===== src/rtl/wb_cfg_pkg.sv =====
// Shared types and constants for the Wishbone config responder.
package wb_cfg_pkg;

  typedef enum logic [1:0] {
    IDLE = 2'd0,
    WAIT = 2'd1,
    ACK  = 2'd2
  } wb_state_e;

  localparam int WB_SEL_W = 4;
  localparam int IRQ_BIT  = 0;

  function automatic int log2_f(input int n);
    int r;
    r = 0;
    for (int i = 0; i < 31; i++)
      if ((1 << i) < n) r = i + 1;
    return r;
  endfunction

endpackage


===== src/rtl/wb_cfg_regbank.sv =====
// Byte-enabled register array; the top register is a read-only count of acked writes.
module wb_cfg_regbank
  import wb_cfg_pkg::*;
#(
  parameter int NUM_REGS = 8,
  parameter int IDX_W    = 3
) (
  input  logic                     clk,
  input  logic                     rst,
  input  logic                     wr_en,
  input  logic                     cnt_inc,
  input  logic [IDX_W-1:0]         idx,
  input  logic [WB_SEL_W-1:0]      sel,
  input  logic [31:0]              wdata,
  output logic [32*NUM_REGS-1:0]   regs_flat,
  output logic [31:0]              rd_data
);

  logic [NUM_REGS-1:0][31:0] regs_q, regs_d;

  always_comb begin
    regs_d = regs_q;
    if (wr_en && (idx != IDX_W'(NUM_REGS - 1))) begin
      for (int b = 0; b < WB_SEL_W; b++)
        if (sel[b]) regs_d[idx][8*b +: 8] = wdata[8*b +: 8];
    end
    // Counter wraps naturally at 32 bits.
    if (cnt_inc) regs_d[NUM_REGS-1] = regs_q[NUM_REGS-1] + 32'd1;
  end

  always_ff @(posedge clk or posedge rst) begin
    if (rst) regs_q <= '0;
    else     regs_q <= regs_d;
  end

  assign regs_flat = regs_q;
  assign rd_data   = regs_q[idx];

endmodule


===== src/rtl/wb_cfg_responder.sv =====
// Wishbone classic config slave: window decode, wait-state FSM, register bank, irq pulse.
// Optional WB_CFG_ERR_EN: adds wbs_err, which terminates decode misses instead of wbs_ack.
module wb_cfg_responder
  import wb_cfg_pkg::*;
#(
  parameter logic [31:0] pADDR_BASE   = 32'h3000_3000,
  parameter logic [31:0] pADDR_MASK   = 32'hFFFF_FFE0,
  parameter int          pNUM_REGS    = 8,
  parameter int          pWAIT_CYCLES = 2
) (
  input  logic                      wb_clk,
  input  logic                      wb_rst,
  input  logic [31:0]               wbs_adr,
  input  logic [31:0]               wbs_wdata,
  input  logic [WB_SEL_W-1:0]       wbs_sel,
  input  logic                      wbs_cyc,
  input  logic                      wbs_stb,
  input  logic                      wbs_we,
  output logic                      wbs_ack,
`ifdef WB_CFG_ERR_EN
  output logic                      wbs_err,
`endif
  output logic [31:0]               wbs_rdata,
  output logic [32*pNUM_REGS-1:0]   cfg_out,
  output logic                      irq_o
);

  localparam int IDX_W = log2_f(pNUM_REGS);
`ifdef WB_CFG_ERR_EN
  localparam bit ERR_EN = 1'b1;
`else
  localparam bit ERR_EN = 1'b0;
`endif

  wb_state_e             state_q, state_d;
  logic [3:0]            cnt_q, cnt_d;
  logic [31:0]           adr_q, adr_d;
  logic [31:0]           wdata_q, wdata_d;
  logic [WB_SEL_W-1:0]   sel_q, sel_d;
  logic                  we_q, we_d;
  logic                  ack_q, ack_d;
  logic                  err_q, err_d;
  logic [31:0]           rdata_q, rdata_d;
  logic                  irq_q, irq_d;

  logic                  hit;
  logic [IDX_W-1:0]      idx;
  logic [31:0]           rd_data;
  logic                  commit;

  assign hit    = ((adr_q & pADDR_MASK) == pADDR_BASE);
  assign idx    = adr_q[2 +: IDX_W];
  assign commit = (state_q == ACK);

  always_comb begin
    state_d = state_q;
    cnt_d   = cnt_q;
    adr_d   = adr_q;
    wdata_d = wdata_q;
    sel_d   = sel_q;
    we_d    = we_q;
    ack_d   = 1'b0;
    err_d   = 1'b0;
    rdata_d = '0;
    irq_d   = 1'b0;
    case (state_q)
      IDLE: begin
        if (wbs_cyc && wbs_stb) begin
          adr_d   = wbs_adr;
          wdata_d = wbs_wdata;
          sel_d   = wbs_sel;
          we_d    = wbs_we;
          cnt_d   = 4'(pWAIT_CYCLES);
          state_d = (pWAIT_CYCLES == 0) ? ACK : WAIT;
        end
      end
      WAIT: begin
        if (!(wbs_cyc && wbs_stb)) state_d = IDLE;
        else if (cnt_q <= 4'd1) begin
          cnt_d   = '0;
          state_d = ACK;
        end else cnt_d = cnt_q - 4'd1;
      end
      ACK: begin
        // Leaving ACK is the edge that raises the response and commits the write.
        state_d = IDLE;
        if (hit || !ERR_EN) ack_d = 1'b1;
        else                err_d = 1'b1;
        if (!we_q && hit) rdata_d = rd_data;
        irq_d = we_q && hit && (idx == '0) && sel_q[IRQ_BIT/8] && wdata_q[IRQ_BIT];
      end
      default: state_d = IDLE;
    endcase
  end

  always_ff @(posedge wb_clk or posedge wb_rst) begin
    if (wb_rst) begin
      state_q <= IDLE;
      cnt_q   <= '0;
      adr_q   <= '0;
      wdata_q <= '0;
      sel_q   <= '0;
      we_q    <= 1'b0;
      ack_q   <= 1'b0;
      err_q   <= 1'b0;
      rdata_q <= '0;
      irq_q   <= 1'b0;
    end else begin
      state_q <= state_d;
      cnt_q   <= cnt_d;
      adr_q   <= adr_d;
      wdata_q <= wdata_d;
      sel_q   <= sel_d;
      we_q    <= we_d;
      ack_q   <= ack_d;
      err_q   <= err_d;
      rdata_q <= rdata_d;
      irq_q   <= irq_d;
    end
  end

  wb_cfg_regbank #(
    .NUM_REGS (pNUM_REGS),
    .IDX_W    (IDX_W)
  ) u_regbank (
    .clk       (wb_clk),
    .rst       (wb_rst),
    .wr_en     (commit && we_q && hit),
    .cnt_inc   (commit && we_q && (hit || !ERR_EN)),
    .idx       (idx),
    .sel       (sel_q),
    .wdata     (wdata_q),
    .regs_flat (cfg_out),
    .rd_data   (rd_data)
  );

  assign wbs_ack   = ack_q;
  assign wbs_rdata = rdata_q;
  assign irq_o     = irq_q;
`ifdef WB_CFG_ERR_EN
  assign wbs_err   = err_q;
`else
  logic unused_err;
  assign unused_err = err_q;
`endif

endmodule


===== config.mk =====
export PLATFORM = sky130hd
export DESIGN_NAME = wb_cfg_responder
export DESIGN_NICKNAME = d
export VERILOG_FILES = /design/src/rtl/wb_cfg_pkg.sv /design/src/rtl/wb_cfg_regbank.sv /design/src/rtl/wb_cfg_responder.sv
export SDC_FILE = /design/constraint.sdc
export NUM_CORES = 1
export LEC_CHECK = 0
export CORE_MARGIN = 2
export CORE_UTILIZATION = 60
export DETAILED_ROUTE_END_ITERATION = 16
export DONT_BUFFER_PORTS = 1
export PLACE_DENSITY_LB_ADDON = 0.15
export REMOVE_ABC_BUFFERS = 1
export SYNTH_ARGS = -nofsm -noshare
export SYNTH_HDL_FRONTEND = slang
export SYNTH_HIERARCHICAL = 1
export SYNTH_SLANG_ARGS = --single-unit

===== constraint.sdc =====
create_clock -name wb_clk -period 17.4 [get_ports wb_clk]
set_input_delay 0.87 -clock wb_clk [delete_from_list [all_inputs] [get_ports wb_clk]]
set_output_delay 0.87 -clock wb_clk [all_outputs]
set_load 0.1 [all_outputs]

==> summary.md, run 1 <==
| Metric | Value |
|---|---|
| Outcome | complete, no violations |
| CTS sink cnt | 363 |
| Critical path capture point type | flip-flop |
| # fillers | approximately 1900 |
| Period utilisation layout | 0.212 |
| Area Overhead vs Synth | 9.02% |
| Top FF cell, synth | dfrtp_1 |
| Area leader, netlist | dfrtp_1 |
| Maximum clock insertion buffer count | 3 |
| CP startpoint | adr_q[19] |
| Synth warnings | 6 |
| Yosys top cell area share | 0.548 |
| Syn_area_per_cell | 14.4 sq um |
| Reg2reg start | adr_q[19] |
| Worst-path cell chain | nor4_4 -> buf_4 -> nand3_1 -> nor3_1 -> nand3_1 -> nor2_2 -> mux2_2 |
| Port bufs | 0 |
| Post-DP HPWL | 30.7 mm |
| Post-Route WL | 48.3 mm |
| Cell Rows | 60 |
| Grt ovf | 0 |
| # IOs | 363 |
| Drt via density | 6.86 |
| Die Y | 170 um |
| Max-cap viol count | 0 |
| Hold Fails Final Rpt | 0 |
| WS Path Type | flip-flop to flip-flop |
| Max stage delay cell, worst path | nor3_1 |
| Worst-Margin Slew | 1190 ps |
| Max IR drop VDD | ~0.12 mV |
| Reg2Reg Setup Slack | 13710 ps |
| Antenna-violating nets left | 0 |
| Global-route wire length before repair | 70.9 mm |
| Hold WC Path Type | primary input to async pin |
| Area of the mapped netlist | 16600 sq um |
| Routability cong. | 0.780 |
| Async SR Flop Fraction | 1.00 |
| Root buf cell | clkbuf_16 |
| CTS tree | yes |
| Maximum clock frequency | 271 MHz |
| Chip width | 170 um |
| PD cells | 109 nW/um^2 |
| RSZ-0062 raised after global routing | false |
| Post-Route Setup TNS | 0 ps |
| Final Critical Period | between 3000 and 4000 ps |
| Skew-Pair Late Insertion Delay | 530 ps |
| Worst EP required | 17810 ps |
| Register bit total from synthesis | between 300 and 400 |
| Clock power share | 0.410 |
| DRC | 0 |
| DR vias | approximately 10000 |
| Register area share after synthesis | 0.548 |
| Flip-flop and latch area | a little over 9000 sq um |
| Count leader, synth | dfrtp_1 |
| CP Max Fanout | 33 |
| CTS H-Tree Depth | 2 |
| Synth area leaders | dfrtp_1 (55%), mux2_2 (19%), mux4_2 (3.0%) |
| Share of cells above drive strength 1 | 0.414 |
| Critical path startpoint category | flip-flop |
| Initial antenna violation count | 5 |
| WL/cell | 31.7 um |
| Post-CTS sizing | 0 |
| CTS hold repair buffers | 0 |
| CP Data Arrival Time | slightly above 4000 ps |
| Combinational Power Share | 0.106 |
| Slew Viols, Final | 0 |
| Multi-input gate area | ~7100 sq um |
| Synth Instances | approximately 1200 |
| Clock-pin slew on the worst setup and hold paths | 60 ps |
| Post-route cell area | 18100 sq um |
| Total core area | 27000 sq um |
| Full die area | 29000 sq um |
| Vias in the first global route | 10778 |
| Final setup viols | 0 |
| Largest net degree at the start of global routing | roughly 130 |
| Total Nets Final | 1229 |
| Number of CTS-inserted buffers | 39 |
| Unique cell type count in the Yosys netlist | 63 |
| GRT Total Usage | 0.333 |
| Drt first-iter violations | 888 |
| Worst Skew | approximately 19 ps |
| Slew headroom | 0.207 |
| Setup bufs post-CTS | 0 |
| Post-synth EDFFs | 0 |
| CP dominant cell by count | nand3_1 |
| Psw | 0.533 mW |
| Leakage | 8.26 nW |
| Final core utilization | 0.668 |
| Post-Place Cell Area | 16800 sq um |
| Worst R2R Path Depth | 7 |
| Int Pwr | 1.43 mW |
| Switch share | 0.272 |
| Crit-path max cell delay | 750 ps |
| Flop pwr share | 0.484 |
| 1st-pass router iterations | 7 |
| Post-synth top cells | dfrtp_1 (363), mux2_2 (276), nand2_1 (42), nand4b_1 (32) |
| Initial Util | 0.613 |
through the flow:
step                hold WS [ps]  setup WS (ps)  cells  total power [mW]
floorplan                    472           9490   1096              1.08
global placement             486          13810   1453              1.17
detailed placement           491          13760   1453              1.17
CTS                          280          13740   1520              1.97
global route                 281          13570   1522              2.02
finish                       260          13710   1524              1.96
power groups by stage:
stage / Combinational (mW) / Sequential [mW] / Clock (mW)
finish: 0.208 / 0.948 / 0.805
global route: 0.218 / 0.955 / 0.852
CTS: 0.207 / 0.947 / 0.811
detailed placement: 0.207 / 0.962 / 0
global placement: 0.205 / 0.960 / 0
floorplan: 0.125 / 0.954 / 0
worst max-delay path: cells and delay by family, from the launching register on:
kind	cells	cell delay, ps
simple gates	5	2210
buf+inv	1	530
mux	1	420
flops	1	400
layout make-up:
class,instances,share of cell area
Clock buffer,58,0.0619
Timing Repair Buffer,16,0.00665
Sequential cell,363,0.503
Multi-Input combinational cell,724,0.395
Tap cell,341,0.0236
Antenna cell,4,0.000554
Inverter,9,0.00256
Clock inverter,9,0.00589
final timing paths:
kind	end
max	u_regbank/regs_flat[92]
min	wdata_q[19]
max reg2reg	u_regbank/regs_flat[92]
min reg2reg	adr_q[28]
max in group asynchronous	u_regbank/regs_flat[37]
min in group wb_clk	wdata_q[23]
cells in the final DEF, fill, tap and decap left out, types with 11 or more instances in the layout:
master / netlist / routed
a221oi_1: 26 / 26
clkbuf_16: 0 / 39
nand3_1: 17 / 17
nand4b_1: 32 / 32
a21oi_1: 12 / 12
mux2_2: 276 / 276
xnor2_1: 26 / 26
nand2_1: 42 / 41
dfrtp_1: 363 / 360
nor2_1: 24 / 24
clkbuf_1: 12 / 12
buf_4: 4 / 16
mux2_4: 30 / 30
nor3_2: 31 / 31
nor2_4: 15 / 15
a22oi_1: 11 / 11
mux2i_1: 18 / 18
nor2_2: 15 / 15
mux4_2: 22 / 22
state kept, by name (all words and copies together) (netlist names):
name / cells
u_regbank/regs_flat: 256
wbs_rdata: 32
wdata_q: 32
adr_q: 30
cnt_q: 4
sel_q: 4
state_q: 2
irq_o: 1
wbs_ack: 1
we_q: 1
layer usage:
metal | GRT usage | vias to the layer above | part of all wire
li1 | - | 4311 | -
met1 | 0.431 | 5486 | 0.39
met2 | 0.529 | 543 | 0.48
met3 | 0.113 | 108 | 0.11
met4 | 0.118 | 0 | 0.031
met5 | 0 | - | 0
cells by family after synthesis:
family	count (synthesis)	share of synthesized area
AND/OR/NAND/NOR	241	0.107
adder cells (fa/ha/maj)	3	0.00227
buffers and inverters	65	0.0211
XOR/XNOR	31	0.0164
multiplexers	355	0.262
AO/OA/AOI/OAI	94	0.0428
flip-flops	363	0.548
No activity file was read; power rests on OpenSTA's default activity.
==> run 2: changes to the inputs <==
- CORE_UTILIZATION: 60 -> 58
- clock period: 17.4 -> 3.2 ns (I/O delays scaled with it)
==> run 2 against run 1 <==
Sequential share of layout area fell by 4.5 points; critical endpoint is now u_regbank/regs_flat[1]; sequential power rose to 5.4 times the previous value; clock-buffer cell count rose by 1; core utilization rose by 4.1 points; highest routed layer is now met5; largest cell class unchanged; clock skew fell by 8.2 ps; critical path depth rose by 1.
==> summary.md, run 2 (synthesis gave the netlist of run 1 again) <==
| Metric | Value |
|---|---|
| Outcome | complete, no violations |
| Maximum clock insertion buffer count | 3 |
| Post-Route Setup TNS | 0 ps |
| Root buf cell | clkbuf_16 |
| Port bufs | 0 |
| Total Nets Final | 1406 |
| Worst-Margin Slew | 999 ps |
| Full die area | 29900 sq um |
| Slew headroom | 0.334 |
| GRT busiest layer | met2 |
| Period utilisation layout | 0.894 |
| 1st-pass router iterations | 5 |
| Hold Slack | 29.1 ps |
| CP Data Arrival Time | 3260 ps |
| Slew Viols, Final | 0 |
| Hold WC Path Type | primary input to flip-flop |
| Leakage | 9.22 nW |
| Setup bufs post-CTS | 0 |
| Critical path capture point type | flip-flop |
| CTS H-Tree Depth | 2 |
| Post-DP HPWL | 32.9 mm |
| Hold Fails Final Rpt | 0 |
| Commonest non-fill, non-tap cell in the layout | dfrtp_1 |
| Area Overhead vs Synth | 19.6% |
| Commonest non-fill, non-tap cells in the layout | dfrtp_1 (360), mux2_2 (276), buf_4 (118) |
| Vias in the first global route | approximately 12000 |
| Met1 Use GR | 0.437 |
| Worst Skew | 10.8 ps |
| R2r endpoint | u_regbank/regs_flat[1] |
| Hold Crit Depth | 3 |
| WS Path Type | flip-flop to flip-flop |
| Global-route wire length before repair | a little under 80 mm |
| Worst EP required | 3600 ps |
| Number of CTS-inserted buffers | 39 |
| Final setup viols | 0 |
| CTS hold repair buffers | 70 |
| # diodes | 0 |
| GRT Total Usage | 0.341 |
| Antenna-violating nets left | 0 |
| Reg2Reg Setup Slack | 340 ps |
| Die Y | 173 um |
| Reg2reg start | adr_q[19] |
| Max IR drop VDD | 0.507 mV |
| Largest net degree at the start of global routing | 117 |
| PD cells | ~570 nW/um^2 |
| # IOs | around 360 |
| Worst R2R Path Depth | 8 |
| RSZ-0062 raised after global routing | false |
| Largest register FFs | 256 |
| Initial antenna violation count | 1 |
| Routability cong. | just over 0.8 |
| Final non-filler cell total | 1738 |
| Drt first-iter violations | between 900 and 1000 |
| Max-cap viol count | 0 |
| Skew-Pair Late Insertion Delay | between 500 and 600 ps |
| Met3 usage | 0.109 |
| Post-CTS sizing | 0 |
| Post-Route WL | 50.8 mm |
| Maximum clock frequency | 350 MHz |
| Final Critical Period | 2860 ps |
| DR vias | 11187 |
| Placed insts | 1597 |
| Chip width | between 150 and 200 um |
| Grt ovf | 0 |
| Met2 GRT Util | 0.557 |
| Total core area | 27900 sq um |
| DRC | 0 |
| WL/cell | just under 30 um |
| CTS tree | yes |
| Cell Rows | 61 |
| Hold Path Origin | wbs_stb |
| CP startpoint | adr_q[19] |
| Share of cells above drive strength 1 | 0.443 |
| CTS sink cnt | 363 |
| Drt via density | 6.44 |
| CP Max Fanout | 8 |
| Clock-pin slew on the worst setup and hold paths | 60 ps |
| Critical path startpoint category | flip-flop |
| Initial Util | 0.593 |
| Min-Delay Endpoint | cnt_q[1] |
==> run 2: cell types whose count changed in the layout (fill, tap and decap cells not counted), sizes merged, moves of 2 or more <==
cell	delta
buf	+107
bufinv	+3
clkinv	+2
diode	-4
dlygate4sd3	+70
inv	-3
==> run 2: report_power, final <==
part	switching (mW)	internal (mW)
sequential	0.327	4.77
combinational	0.822	0.541
clock	1.84	2.96
total	2.99	8.27
==> run 2: critical path, stage by stage (launching register included) <==
cell     delay, ps
dfrtp_1        400
nor4_4         480
nand3_1        240
nor3_1         180
buf_4          200
and2b_1        260
nand2_2        190
nor2_4         380
mux2_2         390
==> run 2: worst max-delay path by stage <==
stage               slack, ps                      end
floorplan               -4000   u_regbank/regs_flat[0]
global placement          420  u_regbank/regs_flat[69]
detailed placement        400  u_regbank/regs_flat[81]
CTS                       390  u_regbank/regs_flat[68]
global route              230  u_regbank/regs_flat[73]
finish                    340   u_regbank/regs_flat[1]
==> run 2: per-stage QoR <==
stage / utilization / instance area (sq um) / setup WS (ps) / total power [mW]
after floorplan: - / 16300 / -4000 / 5.87
after global placement: 0.635 / 17700 / 419 / 6.42
after detailed placement: 0.635 / 17700 / 400 / 6.44
after CTS: 0.709 / 19800 / 389 / 11.3
after global routing: 0.709 / 19800 / 225 / 11.6
final: 0.709 / 19800 / 339 / 11.3
==> run 2: metal layers <==
| layer | vias up | wire length (um) |
|---|---|---|
| met5 | - | 13 |
| met4 | 2 | 1540 |
| met3 | 125 | 4880 |
| met2 | 556 | 24700 |
| met1 | 5837 | 19700 |
| li1 | 4667 | - |
==> run 2: final cells by class <==
cell class	count	area (sq um)
inverter	9	46.3
tap	378	473
fill	1928	8120
sequential	363	9090
timing repair buffer	193	1690
multi-input combinational	724	7150
clock inverter	12	188
clock buffer	59	1180
==> run 3: changes to the inputs <==
- CORE_UTILIZATION: 58 -> 57
- SYNTH_HIERARCHICAL: 1 -> not set
==> run 3 against run 2 <==
Clock-buffer cell count decreased by 2; wire length down 5.7%; sequential cell count stayed put; worst hold slack worse by 5.0 ps; sequential power about the same; clock skew up 8.7 ps; worst setup slack improved by 56 ps; final cell count shrank 2.2%; die area shrank 1.5%; combinational power shrank 8%; largest power group unchanged; highest routed layer is now met4.
==> summary.md, run 3 <==
| Metric | Value |
|---|---|
| Outcome | complete, no violations |
| Chip width | approximately 170 um |
| Synth area leaders | dfrtp_1 (57%), mux2_2 (22%), nor4_4 (3.7%) |
| Slew headroom | 0.294 |
| Synth warnings | 0 |
| Drt via density | 6.24 |
| Delay-heaviest family, CP | simple AND/OR/NAND/NOR gates |
| Post-Route WL | 47.9 mm |
| CP Buf/Inv Count | 1 |
| Count leader, synth | dfrtp_1 |
| GRT Total Usage | 0.324 |
| Largest register FFs | 256 |
| Worst R2R Path Depth | 5 |
| CP startpoint | adr_q[4] |
| Reg2Reg Setup Slack | between 300 and 400 ps |
| Placement Setup Slack | 480 ps |
| Initial antenna violation count | 1 |
| Routability cong. | roughly 0.9 |
| Post-DP HPWL | 32.0 mm |
| 1st-pass router iterations | 5 |
| Hold Fails Final Rpt | 0 |
| Final Critical Period | 2800 ps |
| Grt ovf | 0 |
| DR vias | 10604 |
| Final WS setup | 396 ps |
| CP Data Arrival Time | roughly 3200 ps |
| Clock-pin slew on the worst setup and hold paths | 60 ps |
| Final non-filler cell total | 1700 |
| Hold Crit Depth | 3 |
| Max IR drop VDD | 0.545 mV |
| CTS tree | yes |
| # IOs | ~360 |
| Synth Instances | 1095 |
| Initial Util | 0.578 |
| Area leader, netlist | dfrtp_1 |
| Multi-input gate area | 6710 sq um |
| Tot Pwr | 11.1 mW |
| Root buf cell | clkbuf_16 |
| Port bufs | 0 |
| Share of cells above drive strength 1 | 0.435 |
| RSZ-0062 raised after global routing | false |
| Cell Rows | between 60 and 70 |
| Maximum clock insertion buffer count | 3 |
| Area fraction in compound gates after synthesis | 0.0520 |
| Post-route cell area | around 20000 sq um |
| Worst-Margin Slew | 1060 ps |
| CP Max Fanout | 22 |
| Largest net degree at the start of global routing | 119 |
| Slew Viols, Final | 0 |
| Hold Slack | roughly 24 ps |
| Unique cell type count in the Yosys netlist | 51 |
| Total Nets Final | 1367 |
| Final setup viols | 0 |
| Placed insts | 1558 |
| Area Overhead vs Synth | 21.2% |
| Flip-flop and latch area | 9090 sq um |
| Leakage | 9.47 nW |
| Post-CTS sizing | 0 |
| Skew-Pair Late Insertion Delay | 530 ps |
| Area of the mapped netlist | 16000 sq um |
| Critical path capture point type | flip-flop |
| Post-Place Cell Area | approximately 17000 sq um |
| Post-synth EDFFs | 0 |
| Hold WC Path Type | primary input to flip-flop |
| Antenna-violating nets left | 0 |
| CTS H-Tree Depth | 2 |
| Period utilisation layout | 0.876 |
| Total core area | 27700 sq um |
| Crit-path max cell delay | 640 ps |
| Crit path depth | 5 |
| Max stage delay cell, worst path | nor4b_1 |
| Worst EP required | approximately 3600 ps |
| Commonest non-fill, non-tap cell in the layout | dfrtp_1 |
| Yosys top cell area share | 0.567 |
| Maximum clock frequency | 357 MHz |
| Vias in the first global route | between 10000 and 15000 |
| PD cells | approximately 570 nW/um^2 |
| Syn_area_per_cell | around 15 sq um |
| Number of CTS-inserted buffers | 39 |
| Worst-path cell chain | nor4b_1 -> nand2_1 -> nor4_4 -> buf_4 -> mux2_2 |
| WS Path Type | flip-flop to flip-flop |
| Min-Delay Endpoint | cnt_q[2] |
| WL/cell | 28.2 um |
| Commonest non-fill, non-tap cells in the layout | dfrtp_1 (360), mux2_2 (311), buf_4 (130) |
| Critical path startpoint category | flip-flop |
| Full die area | 29500 sq um |
| Worst Skew | 19.5 ps |
| CTS sink cnt | approximately 360 |
| Drt first-iter violations | 658 |
| Die Y | approximately 170 um |
| Post-synth top cells | dfrtp_1 (363), mux2_2 (311), clkbuf_1 (35), o22ai_1 (31), nor4_4 (28) |
| Global-route wire length before repair | around 70 mm |
| Adder-Cell Fraction of Synth Area | 0.00234 |
| Async SR Flop Fraction | 1.00 |
| Reg2reg start | adr_q[4] |
| Register area share after synthesis | 0.567 |
| R2r endpoint | u_regbank.regs_flat[3] |
| Largest family of logic cells by synthesized area | multiplexers |
| # fillers | ~1900 |
| Hold Path Origin | wbs_stb |
| Top FF cell, synth | dfrtp_1 |
| Synth Area in Simple Gates | 0.0866 |
| Max-cap viol count | 0 |
| Mux cell area share after synthesis | 0.260 |
| Post-Synth XOR/XNOR Area | 0.0175 |
| DRC | 0 |
| Register bit total from synthesis | 363 |
## run 3: changes by cell type in the layout (fill, tap and decap cells not counted), moves of 16 or more
| cell | before | now |
|---|---|---|
| mux2_4 | 30 | 0 |
| mux2_2 | 276 | 311 |
| o22ai_1 | 8 | 31 |
| nor2_2 | 16 | 0 |
| nand4b_1 | 32 | 2 |
| xor2_1 | 5 | 21 |
| a221oi_1 | 26 | 5 |
| nor3_2 | 31 | 0 |
| nor4_4 | 4 | 28 |
| o221ai_1 | 3 | 21 |
## run 3: cell families after synthesis
logic type | after synthesis
adders and majority gates | 3
and+or+nand+nor | 173
muxes | 353
xor gates and xnor gates | 32
AOI/OAI and AO/OA | 113
buffers and inverters | 58
DFF | 363
## run 3: metal layers
metal / GRT usage / wire length, um / up-vias
met2: 0.516 / 22600 / 480
met5: 0 / 0 / -
li1: - / - / 4543
met3: 0.107 / 4610 / 102
met1: 0.417 / 19200 / 5479
met4: 0.116 / 1510 / 0
## run 3: worst max-delay path by stage
| stage | to |
|---|---|
| floorplan | adr_q[10] |
| global placement | u_regbank.regs_flat[29] |
| detailed placement | u_regbank.regs_flat[18] |
| CTS | u_regbank.regs_flat[18] |
| global route | u_regbank.regs_flat[14] |
| finish | u_regbank.regs_flat[3] |
## run 3: area by class of cell
type,count,share of cell area
Antenna cell,1,0.000129
Tap cell,378,0.0243
Inverter,10,0.00232
Sequential cell,363,0.468
Timing Repair Buffer,203,0.0894
Clock buffer,57,0.0611
Multi-Input combinational cell,674,0.345
Clock inverter,14,0.00915
## run 3: tightest hold or removal path, cell delays in order
cell       delay [ps]
nand4b_1           90
a21o_1            160
o2bb2ai_1          80
## run 3: where the power goes
| part | switching [mW] | leakage [nW] | internal [mW] |
|---|---|---|---|
| clock | 1.83 | 0.681 | 2.90 |
| sequential | 0.304 | 4.92 | 4.78 |
| combinational | 0.745 | 3.88 | 0.503 |
| total | 2.88 | 9.47 | 8.18 |
## run 3: metrics by stage
stage | TNS (ps) | utilization
floorplan | -2902280 | -
global placement | 0 | 0.626
detailed placement | 0 | 0.626
CTS | 0 | 0.701
global route | 0 | 0.701
finish | 0 | 0.701
## run 3: what timing repair did
item	in CTS	in global routing
endpoints found under the hold margin	178	0
endpoints found under the setup margin	0	0
hold buffers	70	0
setup buffers	0	0
